**config.mk**
```make
export PLATFORM = sky130hd
export DESIGN_NAME = serial_subtractor
export DESIGN_NICKNAME = d
export VERILOG_FILES = /design/src/rtl/serial_subtractor.sv
export SDC_FILE = /design/constraint.sdc
export NUM_CORES = 1
export LEC_CHECK = 0
export ABC_AREA = 1
export CORE_MARGIN = 3
export CORE_UTILIZATION = 60
export DETAILED_ROUTE_END_ITERATION = 16
export DONT_BUFFER_PORTS = 1
export PLACE_DENSITY = 0.76
export RECOVER_POWER = 25
export SLEW_MARGIN = 20
export SYNTH_ARGS = -nofsm -noshare
export SYNTH_HDL_FRONTEND = slang
export SYNTH_SLANG_ARGS = --single-unit
```
**constraint.sdc**
```tcl
create_clock -name clk -period 1.5 [get_ports clk]
set_clock_uncertainty 0.1 [all_clocks]
set_input_delay 0.225 -clock clk [delete_from_list [all_inputs] [get_ports clk]]
set_output_delay 0.225 -clock clk [all_outputs]
set_load 0.02 [all_outputs]
```
**src/rtl/serial_subtractor.sv**
```systemverilog
`default_nettype none
// ============================================================================
//  Module   : serial_subtractor
//  Purpose  : Bit-serial two's-complement subtractor. Computes
//             diff = a - b - bin one bit per clock, LSB first, through a
//             single full-subtractor cell with a registered borrow.
//  Revision : 1.0 - initial release
// ----------------------------------------------------------------------------
//  Ports
//    clk    in   1      rising-edge clock
//    rst_n  in   1      asynchronous active-low reset
//    start  in   1      request; sampled only in IDLE or DONE
//    a      in   WIDTH  minuend, captured on accepted start
//    b      in   WIDTH  subtrahend, captured on accepted start
//    bin    in   1      borrow-in, captured on accepted start
//    busy   out  1      high while bits are being processed (SHIFT)
//    done   out  1      one-cycle pulse when a result is complete
//    diff   out  WIDTH  last completed difference
//    bout   out  1      borrow-out of the MSB (unsigned a < b + bin)
//    ovf    out  1      signed overflow of the last result
// ============================================================================
module serial_subtractor #(
  parameter int WIDTH = 8
) (
  input  logic             clk,
  input  logic             rst_n,
  input  logic             start,
  input  logic [WIDTH-1:0] a,
  input  logic [WIDTH-1:0] b,
  input  logic             bin,
  output logic             busy,
  output logic             done,
  output logic [WIDTH-1:0] diff,
  output logic             bout,
  output logic             ovf
);

  localparam int               CNT_W    = (WIDTH > 1) ? $clog2(WIDTH) : 1;
  localparam logic [CNT_W-1:0] CNT_LAST = CNT_W'(WIDTH - 1);

  typedef enum logic [1:0] {
    ST_IDLE  = 2'd0,
    ST_SHIFT = 2'd1,
    ST_DONE  = 2'd2
  } state_t;

  state_t             state_q, state_d;
  logic [WIDTH-1:0]   a_sr_q,  a_sr_d;
  logic [WIDTH-1:0]   b_sr_q,  b_sr_d;
  logic [WIDTH-1:0]   work_q,  work_d;
  logic [CNT_W-1:0]   cnt_q,   cnt_d;
  logic               br_q,    br_d;
  logic               busy_q,  busy_d;
  logic               done_q,  done_d;
  logic [WIDTH-1:0]   diff_q,  diff_d;
  logic               bout_q,  bout_d;
  logic               ovf_q,   ovf_d;

  // Full-subtractor cell on the current LSBs of the operand shift registers.
  logic a_bit;
  logic b_bit;
  logic diff_bit;
  logic br_next;

  assign a_bit    = a_sr_q[0];
  assign b_bit    = b_sr_q[0];
  assign diff_bit = a_bit ^ b_bit ^ br_q;
  assign br_next  = (~a_bit & b_bit) | (~(a_bit ^ b_bit) & br_q);

  always_comb begin
    state_d = state_q;
    a_sr_d  = a_sr_q;
    b_sr_d  = b_sr_q;
    work_d  = work_q;
    cnt_d   = cnt_q;
    br_d    = br_q;
    busy_d  = 1'b0;
    done_d  = 1'b0;
    diff_d  = diff_q;
    bout_d  = bout_q;
    ovf_d   = ovf_q;

    case (state_q)
      ST_IDLE, ST_DONE: begin
        if (start) begin
          a_sr_d  = a;
          b_sr_d  = b;
          br_d    = bin;
          cnt_d   = '0;
          state_d = ST_SHIFT;
          busy_d  = 1'b1;
        end else begin
          state_d = ST_IDLE;
        end
      end

      ST_SHIFT: begin
        busy_d = 1'b1;
        // Result bits enter at the MSB so that after WIDTH shifts the first
        // (LSB) difference bit has reached position 0.
        work_d = {diff_bit, work_q[WIDTH-1:1]};
        a_sr_d = {1'b0, a_sr_q[WIDTH-1:1]};
        b_sr_d = {1'b0, b_sr_q[WIDTH-1:1]};
        br_d   = br_next;
        cnt_d  = cnt_q + CNT_W'(1);
        if (cnt_q == CNT_LAST) begin
          state_d = ST_DONE;
          busy_d  = 1'b0;
          done_d  = 1'b1;
          diff_d  = {diff_bit, work_q[WIDTH-1:1]};
          bout_d  = br_next;
          // On the MSB cycle br_q is the borrow into the sign bit and
          // br_next the borrow out; they differ exactly on signed overflow.
          ovf_d   = br_q ^ br_next;
        end
      end

      default: begin
        state_d = ST_IDLE;
      end
    endcase
  end

  always_ff @(posedge clk or negedge rst_n) begin
    if (!rst_n) begin
      state_q <= ST_IDLE;
      a_sr_q  <= '0;
      b_sr_q  <= '0;
      work_q  <= '0;
      cnt_q   <= '0;
      br_q    <= 1'b0;
      busy_q  <= 1'b0;
      done_q  <= 1'b0;
      diff_q  <= '0;
      bout_q  <= 1'b0;
      ovf_q   <= 1'b0;
    end else begin
      state_q <= state_d;
      a_sr_q  <= a_sr_d;
      b_sr_q  <= b_sr_d;
      work_q  <= work_d;
      cnt_q   <= cnt_d;
      br_q    <= br_d;
      busy_q  <= busy_d;
      done_q  <= done_d;
      diff_q  <= diff_d;
      bout_q  <= bout_d;
      ovf_q   <= ovf_d;
    end
  end

  assign busy = busy_q;
  assign done = done_q;
  assign diff = diff_q;
  assign bout = bout_q;
  assign ovf  = ovf_q;

endmodule
`default_nettype wire

```
# [Word level (Yosys, flattened, before mapping)]
# Cells that the tools add are included.
[word_totals] register_bits=42 out_inout_bits=12 wordCells=46
[classes] addsub=1 eq_ne=5 n_mux=16 n_bitwise=8 n_reduce_logical=5
[ops] operator="one-hot mux 8 bit (2 select lines)" n=2
[ops] operator="2-to-1 mux 8 bit" n=2
[ops] operator="2-to-1 mux 1 bit" n=6
[ops] operator="one-hot mux 3 bit (2 select lines)" n=1
[ops] operator="inequality test 2 bit (second input constant)" n=2
[ops] operator="one-hot mux 1 bit (2 select lines)" n=2
[ops] operator="one-hot mux 2 bit (2 select lines)" n=1
[ops] operator="AND reduction 2 bit" n=2
[ops] operator="adder 3 x 1 -> 3 bit (second input constant)" n=1
[ops] operator="== test 3 bit (second input constant)" n=1
[ops] operator="2-to-1 mux 3 bit" n=1
[ops] operator="XOR 1 bit" n=3
[ops] operator="bitwise AND 1 bit" n=2
[ops] operator="== test 2 x 1 -> 1 bit (second input constant)" n=1
[ops] operator="== test 2 bit (second input constant)" n=1
[ops] operator="zero test 2 bit" n=1
[ops] operator="2-to-1 mux 2 bit" n=1
[ops] operator="inverter 1 bit" n=2
[ops] operator="nonzero test 2 bit" n=1
[ops] operator="OR reduction 2 bit" n=1
[ops] operator="OR 1 bit" n=1

# [Depth between registers and ports, before layout]
# Gate-level depths: netlist of the first run.
[depth] ltp_word=5 mapped_depth=8 mapped_depth_nobuf=7

# [Worst setup path after synthesis of the first run]
# No wires, ideal clock.
[synth_path] path_type="register to register" startpoint="register cnt_q[0]" endpoint="register diff_q[0], in the netlist diff[0]" setup_ns=0.065 arrival_time_ns=1.166 required_time_ns=1.335 path_slack_ns=0.169 path_stages_with_launch=7 synth_period_minus_slack_ns=1.331 cell_sequence="dfrtp_1 ha_1 ha_1 nand2_4 buf_6 nand2_1 nand2_1"
[synth_between] elab_chain_cells=2
[synth_rtl] item="from (decl)" line_no="51" rtl="logic [CNT_W-1:0] cnt_q, cnt_d;"
[synth_rtl] item="from (signal assigned)" line_no="142" rtl="cnt_q <= cnt_d;"
[synth_rtl] item="== test 3 bit" line_no="106" rtl="if (cnt_q == CNT_LAST) begin"
[synth_rtl] item="AND reduction 2 bit (no line)"
[synth_rtl] item="to (signal assigned)" line_no="146" rtl="diff_q <= diff_d;"
[synth_rtl] item="to (decl)" line_no="55" rtl="logic [WIDTH-1:0] diff_q, diff_d;"
# No other way between the ends.
# A chain may end at the register's enable or synchronous reset.

# [Worst setup path in the final report of the first run]
[layout_path] startpoint="register cnt_q[0]" endpoint="register diff_q[5], in the netlist diff[5]"
# Same word-level chain as after synthesis.

==> metrics list, run 1 <==
- Run status: finished, final reports clean
* Leakage power figure: 1.21 nW
- # rows: 19
- Measured in cells, the most critical reg-to-reg path has a length of 5.
- Cell chosen for the clock root: sky130_fd_sc_hd__clkbuf_4
* Worst r2r src: cnt_q[0]
- Wire length reported by the detailed router: 3960 µm
- The die covers ~4000 µm².
- Actual slew at the worst max-slew pin: 1.00 ns
- Fill cell instance count of the final layout: 224
- For the worst setup path, the data arrival time is between 1.5 and 2 ns.
- Of all cell types, the one taking the most synthesized area is sky130_fd_sc_hd__dfrtp_1.
- Worst-skew pair later-pin latency: 0.36 ns
- Count of state elements after synthesis: 41
- Input and output buffers added on the ports amount to 0.
- Synthesis produced a netlist with a net count of about 250.
- After synthesis, the largest area contributor takes up around 53% of total cell area.
- For this run, the number of Yosys warnings is 0.
- VDD sags by at most 1.46 mV.
* Share of cells above drive strength 1: 12.3%
- The tree built by TritonCTS fans out to 41 sinks.
- Max transition margin: 33.3%
- In this run, the number of DRC markers left after iteration 0 of detailed routing was 105.
- Start-to-end type of the worst setup path: reg2reg
* MaxCap Viol Count: 0
- Most common library cells after synthesis: sky130_fd_sc_hd__nand2_1 (75), sky130_fd_sc_hd__dfrtp_1 (41), sky130_fd_sc_hd__inv_1 (41), sky130_fd_sc_hd__nand3_1 (29), sky130_fd_sc_hd__o21ai_0 (11)
* Count of vias placed by the detailed router: around 1,500
* Overall overflow remaining after global route: 0
- Number of global-route vias before repair: 1,551
* Global routing usage summed across all routing layers: between 20 and 25%
- Post-Syn Area per Cell: 8.42 µm²
- In the routed design, unresolved DRC markers number 0.
- Entering global routing, the biggest net connects 42 pins.
- The worst hold path begins at a[5].
- Final total negative setup slack: 0 ns
- After synthesis, the share of flip-flops with an asynchronous set or reset is 100%.
- Power spread over the standard cell area amounts to 2190 nW/µm².
- Die width: 62.8 µm
- Once routing completed, OpenROAD measured the worst setup slack at ~0.11 ns.
- Type of origin of the critical path: flip-flop
- For this configuration, the core starts out at a cell density of roughly 67%.
- Global-route wire length before repair: 6840 µm
- The min-delay analysis places its worst path in the category in2reg.
- By area the synthesized netlist is led by sky130_fd_sc_hd__dfrtp_1 (53%), sky130_fd_sc_hd__nand2_1 (15%), sky130_fd_sc_hd__inv_1 (8.0%).
- For this run, the post-layout net count is 275.
* Via/cell ratio: 5.09
- Post-Syn Area: slightly below 2000 µm²
- Sequential elements use between 50% and 60% of the synthesized area.
* Number of hold-slack violations in the final timing report: 0
- From synthesis to final layout, the design area changed by 14.8%.
- The final max-slew violation count came to 0.
* Total of endpoints with negative setup slack in the final report: 0
- Summing internal, switching and leakage power gives between 0.004 and 0.005 W.
* Library cell with the highest instance count after synthesis: sky130_fd_sc_hd__nand2_1
* Primary flip-flop cell chosen by synthesis mapping: sky130_fd_sc_hd__dfrtp_1
- Hpwl dp: 2440 µm
- After clock tree synthesis, the clock-pin slew on the worst setup and hold paths is 0.11 ns.
- H-tree Lvls: 2
- Clock tree synthesis inserted a total of 5 buffers.
- Summing all flip-flop and latch instances after layout gives 1030 µm².
- Synthesized instance count: 230
- Detailed-router iteration count before antenna repair: 4
- Counting instances, the worst hold path has a depth of 4.
- The clock passes through at most 2 buffers.
- Vert. Die Dim: 62.8 µm
* Critical Path End Type: flip-flop
- Across all hold checks on the routed design, the worst slack comes to 0.0795 ns.
- In this run the critical register-to-register path is captured at diff[5].
- Post-route antenna net violation count: 0
* Final critical delay including setup and external delays: about 1.4 ns
- Boundary Pins: 32
- Final period util: 92.8%
- EDFF count, synth: 0
* Synth unique cells: 20
* Reg2Reg Setup Slack: 0.11 ns
- For hold timing, the worst endpoint is a_sr_q[5].
- In this run the worst path has a maximum fanout of 18.
- For the worst setup path, the data required time is between 1.5 and 2 ns.
- TritonCTS built the clock tree.
* Worst Setup Slack post-DPL: about 0.076 ns
* Area of the core: a little under 3000 µm²
- Derived from the worst setup path, the maximum achievable clock frequency is 0.718 GHz.
- In the final routed layout, each cell accounts on average for ~13 µm.
- 0 antenna diodes ended up in the layout.
- Number of antenna violations at the first check in global routing: 0
- Final Wtd Congestion: 0.762
- Setup repair after global routing missed its margin: no
* Area of the multi-input gates: 678 µm²
## final cells by class
class                   instances  share of cell area (%)
clock buffers                   5                    1.69
clock inverters                 2                    1.58
inverters                      44                    7.66
multi-input cells             136                    30.5
flip-flops and latches         41                    46.2
well taps                      42                    2.36
repair buffers                 24                    10.0
## worst max-delay path by stage
stage	from	to	slack, ns	cells past startpoint
6_report	cnt_q[0]	diff[5]	0.11	5
5_1_grt	state_q[0]	a_sr_q[4]	0.03	6
4_1_cts	cnt_q[0]	diff[5]	0.05	5
3_5_place_dp	cnt_q[0]	diff[5]	0.08	5
3_3_place_gp	cnt_q[0]	bout	0.13	5
2_1_floorplan	cnt_q[0]	diff[0]	0.17	6
## through the flow
step                std cells  util (%)  cell area [µm²]
global route              294      76.6             2220
CTS                       294      77.0             2230
detailed placement        268      67.6             1960
global placement          268      67.6             1960
finish                    294      76.6             2220
floorplan                 230         -             1940
## cells by family (layout without fill, tap and decap cells)
kind of cell	Yosys count	after routing	synth area share [%]
AOI/OAI and AO/OA	20	20	6.72
xor gates and xnor gates	1	1	0.453
and+or+nand+nor	112	112	25.3
adders and majority gates	3	3	2.33
buffers and inverters	53	75	12.2
DFF	41	41	53.0
## power breakdown
part | switching [W] | internal [W]
clock network | 0.000357 | 0.000339
registers | 0.000489 | 0.00162
logic | 0.00129 | 0.000757
total | 0.00214 | 0.00272
## what timing repair did
action                                  CTS  global route
endpoints found under the setup margin    0             7
hold endpoints to repair                 59             0
gates resized for setup                   0             2
buffers inserted                          0             0
hold buffers                             19             0
## cells in the final DEF (no fill, tap or decap)
cell / instances
sky130_fd_sc_hd__ha_1: 1
sky130_fd_sc_hd__xnor2_1: 1
sky130_fd_sc_hd__inv_2: 1
sky130_fd_sc_hd__inv_4: 2
sky130_fd_sc_hd__clkinv_2: 1
sky130_fd_sc_hd__fa_1: 1
sky130_fd_sc_hd__clkbuf_2: 1
sky130_fd_sc_hd__nand2_1: 74
sky130_fd_sc_hd__o21ai_2: 8
sky130_fd_sc_hd__buf_4: 5
sky130_fd_sc_hd__o21ai_0: 11
sky130_fd_sc_hd__inv_1: 41
sky130_fd_sc_hd__nor2_4: 1
sky130_fd_sc_hd__ha_2: 1
sky130_fd_sc_hd__a21oi_1: 1
sky130_fd_sc_hd__dfrtp_1: 41
sky130_fd_sc_hd__nand2_4: 3
sky130_fd_sc_hd__clkbuf_4: 5
sky130_fd_sc_hd__nand3_1: 29
sky130_fd_sc_hd__bufinv_16: 1
sky130_fd_sc_hd__nor2_1: 3
sky130_fd_sc_hd__nand2_2: 2
sky130_fd_sc_hd__dlygate4sd3_1: 18
## registers in the layout (all words and copies together) (netlist names)
signal   flops
bout         1
a_sr_q       8
work_q       7
busy         1
b_sr_q       8
br_q         1
done         1
cnt_q        3
ovf          1
diff         8
state_q      2
## layer usage
layer / GRT usage, % / vias up / share of wire, %
li1: - / 737 / -
met1: 27.1 / 711 / 41
met2: 36.0 / 36 / 51
met3: 6.29 / 13 / 4.8
met4: 10.2 / 0 / 3.1
met5: 0 / - / 0
## critical path: stages (launching register included)
cell	delay, ns
sky130_fd_sc_hd__dfrtp_1	0.42
sky130_fd_sc_hd__ha_1	0.21
sky130_fd_sc_hd__ha_2	0.20
sky130_fd_sc_hd__nand2_4	0.21
sky130_fd_sc_hd__nand2_1	0.11
sky130_fd_sc_hd__o21ai_2	0.07
(Power assumes the default switching activity.)
==> run 2: changes to the inputs <==
- CORE_UTILIZATION: 60 -> 52
- DONT_BUFFER_PORTS: 1 -> not set
- PLACE_DENSITY: 0.76 -> 0.78
==> metrics list, run 2 (same netlist as run 1, synthesis figures left out) <==
* Die outline area: roughly 4500 µm²
- After routing, the total negative slack on setup checks comes to 0 ns.
- The initial antenna violation count is 0.
* Number of global-route vias before repair: 1,414
* Worst EP required: 1.62 ns
- H-tree Lvls: 2
- Initial Utilization: a little under three fifths
* Post-layout net count: 290
- Antenna Cells: 0
- DR iter-0 viols: 102
- Min-delay worst type: reg2reg
- The initialized floorplan defines 21 standard-cell rows.
- In this run the remaining antenna-violating nets after routing total 0.
* Clk sinks: 41
* Global-route wire length before repair: roughly 6100 µm
- Relative to the synthesized area, the layout overhead comes to 22.8%.
- For this run, design rule violations remaining after detail routing come to 0.
- Dividing the final minimum period by the clock period gives between 90% and 100%.
- Clock-pin slew was measured on the worst setup and hold paths at ~0.07 ns.
- Worst endpoint data arrival time: 1.53 ns
* Worst Path Max Fanout: 9
- Power density of the placed cells: between 2000 and 2500 nW/µm²
- Total of endpoints with negative setup slack in the final report: 0
- Dividing the detail-routed wire length by the instance count gives 11.7 µm.
- TritonCTS clock tree: done
- Maximum buffer depth of the clock tree: 2
- Count of vias placed by the detailed router: 1,531
- 32 I/O pins were placed.
- STA classifies the critical path startpoint as a flip-flop.
- In the routed layout, each cell is associated on average with a via count of 4.88.
* Worst-case vdd ir drop: 1.02 mV
- Number of buffer cells added on primary ports: 31
- Critical Path End Type: flip-flop
* Highest-count cells in the layout ignoring fill and taps: sky130_fd_sc_hd__nand2_1 (75), sky130_fd_sc_hd__inv_1 (41), sky130_fd_sc_hd__dfrtp_1 (41)
- Share of cells above drive strength 1: a little under an eighth
- Global routing consumed, over all layers together, 18.5% of the routing resources.
* Pin count of the biggest net entering global routing: 42
- Worst-skew pair later-pin latency: 0.29 ns
- The final max-slew violation count is 0.
- Vert. Die Dim: 67.0 µm
* Total power consumption of the routed design: 0.00499 W
* Wire length reported by the detailed router: 3680 µm
* Final critical delay including setup and external delays: ~1.4 ns
- MaxCap Viol Count: 0
* Detailed-router iteration count before antenna repair: 4
- Setup repair after global routing left no endpoint under its margin.
* Final Wtd Congestion: 0.796
- Hpwl dp: between 2000 and 3000 µm
* Most common cell after layout, fill and taps aside: sky130_fd_sc_hd__nand2_1
* Number of buffers inserted during clock tree synthesis: 5
- The die is roughly 67 µm wide.
- Overall overflow remaining after global route: 0
- Number of hold-slack violations in the final timing report: 0
- Leakage power figure: 1.29 nW
* Max transition margin: 63.6%
- Cell chosen for the clock root: sky130_fd_sc_hd__clkbuf_8
* Run status: finished, final reports clean
- Highest achievable clock rate: ~0.7 GHz
* Area of the core: 3470 µm²
- The worst setup path is of the reg2reg kind.
- Actual slew at the worst max-slew pin: 0.546 ns
run 2: cell count changes in the layout (fill, tap and decap cells not counted), moves of 3 or more:
| cell | before | now |
|---|---|---|
| sky130_fd_sc_hd__clkbuf_1 | 0 | 3 |
| sky130_fd_sc_hd__clkbuf_4 | 5 | 1 |
| sky130_fd_sc_hd__clkbuf_8 | 0 | 5 |
| sky130_fd_sc_hd__clkdlybuf4s50_1 | 0 | 18 |
| sky130_fd_sc_hd__dlygate4sd2_1 | 0 | 12 |
| sky130_fd_sc_hd__dlygate4sd3_1 | 18 | 1 |
run 2: timing repair:
action / CTS / global route
gates resized for setup: 12 / 2
endpoints found under the hold margin: 41 / 0
setup endpoints to repair: 12 / 10
hold buffers: 1 / 0
pin swaps: 0 / 1
buffers inserted: 0 / 0
cloned: 0 / 1
run 2: area by class of cell:
| cell class | count | area [µm²] |
|---|---|---|
| Timing Repair Buffer | 38 | 358 |
| Fill cell | 309 | 1090 |
| Sequential cell | 41 | 1030 |
| Tap cell | 46 | 57.6 |
| Inverter | 44 | 170 |
| Multi-Input combinational cell | 137 | 684 |
| Clock buffer | 8 | 80.1 |
run 2: report_power, final:
part / internal [W] / total, W / switching (W) / leakage [nW]
sequential: 0.00163 / 0.00191 / 0.000282 / 0.509
combinational: 0.000926 / 0.00240 / 0.00147 / 0.744
clock: 0.000330 / 0.000676 / 0.000346 / 0.0395
run 2: worst max-delay path: stages, from the launching register on:
cell and delay (ns):
sky130_fd_sc_hd__dfrtp_1 0.41, sky130_fd_sc_hd__ha_1 0.21, sky130_fd_sc_hd__ha_2 0.22, sky130_fd_sc_hd__nand2_2 0.24, sky130_fd_sc_hd__nand2_1 0.10, sky130_fd_sc_hd__o21ai_2 0.06
run 2: final timing paths:
| check | from | endpoint | slack [ns] | depth (start not counted) |
|---|---|---|---|---|
| min in group asynchronous | rst_n | cnt_q[2] | 0.46 | 3 |
| max in group asynchronous | rst_n | b_sr_q[7] | 0.46 | 3 |
| min | diff[7] | diff[7] | 0.38 | 2 |
| min reg2reg | diff[7] | diff[7] | 0.38 | 2 |
| max reg2reg | cnt_q[0] | diff[6] | 0.09 | 5 |
| max | cnt_q[0] | diff[6] | 0.09 | 5 |
run 2: per-layer routing:
layer | GRT usage [%] | vias up | share of wire (%)
met3 | 6.07 | 4 | 4.9
met1 | 22.8 | 719 | 45
li1 | - | 771 | -
met4 | 10.4 | 0 | 2.2
met2 | 28.2 | 37 | 48
met5 | 0 | - | 0
run 2: per-stage QoR:
stage	cells	instance area [µm²]	hold WS (ns)	setup WS, ns	util (%)
after detailed placement	304	2300	0.113	0.0720	66.4
after global placement	304	2300	0.111	0.0937	66.4
after floorplan	230	1940	-0.171	0.169	-
after CTS	313	2380	0.334	0.0635	68.5
after global routing	314	2380	0.393	0.0301	68.5
final	314	2380	0.376	0.0899	68.5
==> run 3: changes to the inputs <==
- GPL_TIMING_DRIVEN: not set -> 0
==> metrics list, run 3 (same netlist as run 1, synthesis figures left out) <==
- Clock share of power: about 14%
* Total of endpoints with negative setup slack in the final report: 0
* Worst-case vdd ir drop: 1.31 mV
- MaxCap Viol Count: 0
- TritonCTS clock tree: done
- Number of global-route vias before repair: 1,454
- Count of vias placed by the detailed router: approximately 1,500
- The die covers ~4500 µm².
- At the pin with the least slew margin, the transition time is approximately 0.54 ns.
* Number of buffer cells added on primary ports: 31
* Boundary Pins: 32
* Cell chosen for the clock root: sky130_fd_sc_hd__clkbuf_8
- Final critical delay including setup and external delays: about 1.4 ns
- Wire length reported by the detailed router: 3790 µm
- Measured against its own limit, the worst slew margin works out to 63.9%.
- The worst setup path is launched from a flip-flop.
- Summing all placed instances gives a cell area of 2320 µm².
* Final-layout worst hold slack: 0.328 ns
- Once placement completed, the tool counted placed cells totaling slightly above 300.
- In this run the core area contains 21 standard-cell rows.
- STA classifies the critical path endpoint as a flip-flop.
* Hpwl dp: 2710 µm
- The finished layout holds ~320 standard cells, fillers aside.
- The clock drives 41 sinks.
* Clock-pin slew of the registers on the worst-case setup and hold paths: 0.07 ns
* Detailed-router iteration count before antenna repair: 4
* Power density of the placed cells: 2110 nW/µm²
- The detail route stage leaves a number of antenna-violating nets equal to 0.
- Cell internal power was estimated by the tool at around 0.003 W.
- Count of final max-slew check failures: 0
- The count of endpoints failing hold in the final timing report was 0.
- The H-tree was split into 2 levels.
- Most common cell after layout, fill and taps aside: sky130_fd_sc_hd__nand2_1
* Sw Pwr: between 0.002 and 0.0025 W
- The final critical path takes up between 90% and 100% of the cycle.
- Global routing usage summed across all routing layers: 19.3%
- Gate power share: 49.0%
- The first global-routing pass estimated 6560 µm of wire.
- Setup repair after global routing missed its margin: no
- Die width: 67.0 µm
- Total DRC errors in the routed layout: 0
- Worst endpoint data arrival time: 1.53 ns
- Share of cells above drive strength 1: 12.9%
- The later pin in the worst-skew pair is clocked with a latency of 0.28 ns.
* Initial Utilization: 55.8%
* Overall overflow remaining after global route: 0
* Final Cell Area: 2420 µm²
- Run status: finished, final reports clean
- DR iter-0 viols: 87
- The core region is 3470 µm².
* Post-layout net count: 295
- Final Wtd Congestion: 0.773
* Antenna Cells: 0
* Routed wirelength normalized by instance count: 11.9 µm
* Pin count of the biggest net entering global routing: 34
* Highest achievable clock rate: 0.713 GHz
- Number of buffers inserted during clock tree synthesis: 5
- Worst Path Max Fanout: 10
* Highest-count cells in the layout ignoring fill and taps: sky130_fd_sc_hd__nand2_1 (75), sky130_fd_sc_hd__inv_1 (41), sky130_fd_sc_hd__dfrtp_1 (41)
- Net switching is roughly two fifths of the power.
- Total power consumption of the routed design: 0.00509 W
- Synth-to-Final Area Change: 25.0%
- Min-delay worst type: in2async
- Vert. Die Dim: 67.0 µm
- Via/cell ratio: 4.80
* Maximum buffer depth of the clock tree: 2
- Reg power frac: between 30% and 40%
* Number of antenna violations at the first check in global routing: 0
- By startpoint and endpoint, the worst setup path is classified as reg2reg.
- At the worst endpoint, the required time is 1.63 ns.
- In this run the static leakage power is 1.32 nW.
## run 3: changes by cell type in the layout (fill, tap and decap cells not counted)
cell and delta:
sky130_fd_sc_hd__clkbuf_1 -1, sky130_fd_sc_hd__nand2_2 -1, sky130_fd_sc_hd__clkbuf_2 +1, sky130_fd_sc_hd__ha_2 -1
sky130_fd_sc_hd__buf_4 -1, sky130_fd_sc_hd__clkbuf_8 +1, sky130_fd_sc_hd__ha_1 +1, sky130_fd_sc_hd__clkbuf_4 -1
sky130_fd_sc_hd__buf_6 +2, sky130_fd_sc_hd__buf_2 +3, sky130_fd_sc_hd__buf_8 +1
## run 3: per-stage QoR
step	util (%)	TNS, ns	setup slack (ns)
5_1_grt	69.8	0	0.0188
3_5_place_dp	66.8	-0.463	-0.0551
6_report	69.8	0	0.0972
2_1_floorplan	-	0	0.169
4_1_cts	69.2	0	0.0213
3_3_place_gp	66.4	-37.47	-0.910
## run 3: final timing paths
| path | from | to | slack [ns] | depth (start not counted) |
|---|---|---|---|---|
| max in group asynchronous | rst_n | ovf | 0.42 | 3 |
| worst min register to register | diff[6] | diff[6] | 0.38 | 2 |
| worst min-delay path | rst_n | work_q[4] | 0.33 | 2 |
| worst max register to register | cnt_q[0] | diff[0] | 0.1 | 6 |
| worst max-delay path | cnt_q[0] | diff[0] | 0.1 | 6 |
| min in group clk | diff[6] | diff[6] | 0.38 | 2 |
## run 3: final cells by class
class | instances | area (µm²)
repair buffers | 35 | 334
flip-flops and latches | 41 | 1030
multi-input cells | 136 | 676
plain buffers | 9 | 70.1
fillers | 290 | 1050
inverters | 44 | 170
clock buffers | 7 | 86.3
well taps | 46 | 57.6
## run 3: timing repair
action,4_1_cts,5_1_grt
setup buffers,0,2
setup endpoints to repair,12,8
resized for setup,12,2
hold buffers,1,0
hold endpoints to repair,41,0
pin swaps,0,1
## run 3: metal layers
metal	vias up	track usage [%]	share of wire, %
li1	780	-	-
met1	708	27.0	45
met2	33	29.6	49
met3	5	4.05	5.2
met4	0	6.84	1.3
met5	-	0	0
## run 3: power by group through the flow
stage	clock network (W)	logic, W	registers [W]
after floorplan	0	0.00167	0.00203
after global placement	0	0.00249	0.00189
after detailed placement	0	0.00258	0.00191
after CTS	0.000726	0.00250	0.00189
after global routing	0.000773	0.00284	0.00195
final	0.000713	0.00250	0.00189
## run 3: worst max-delay path, cell delays in order, from the launching register on
cell and delay [ns]:
sky130_fd_sc_hd__dfrtp_1 0.40, sky130_fd_sc_hd__ha_1 0.21, sky130_fd_sc_hd__ha_1 0.24, sky130_fd_sc_hd__nand2_4 0.12, sky130_fd_sc_hd__buf_8 0.15, sky130_fd_sc_hd__nand2_1 0.06, sky130_fd_sc_hd__nand2_1 0.06
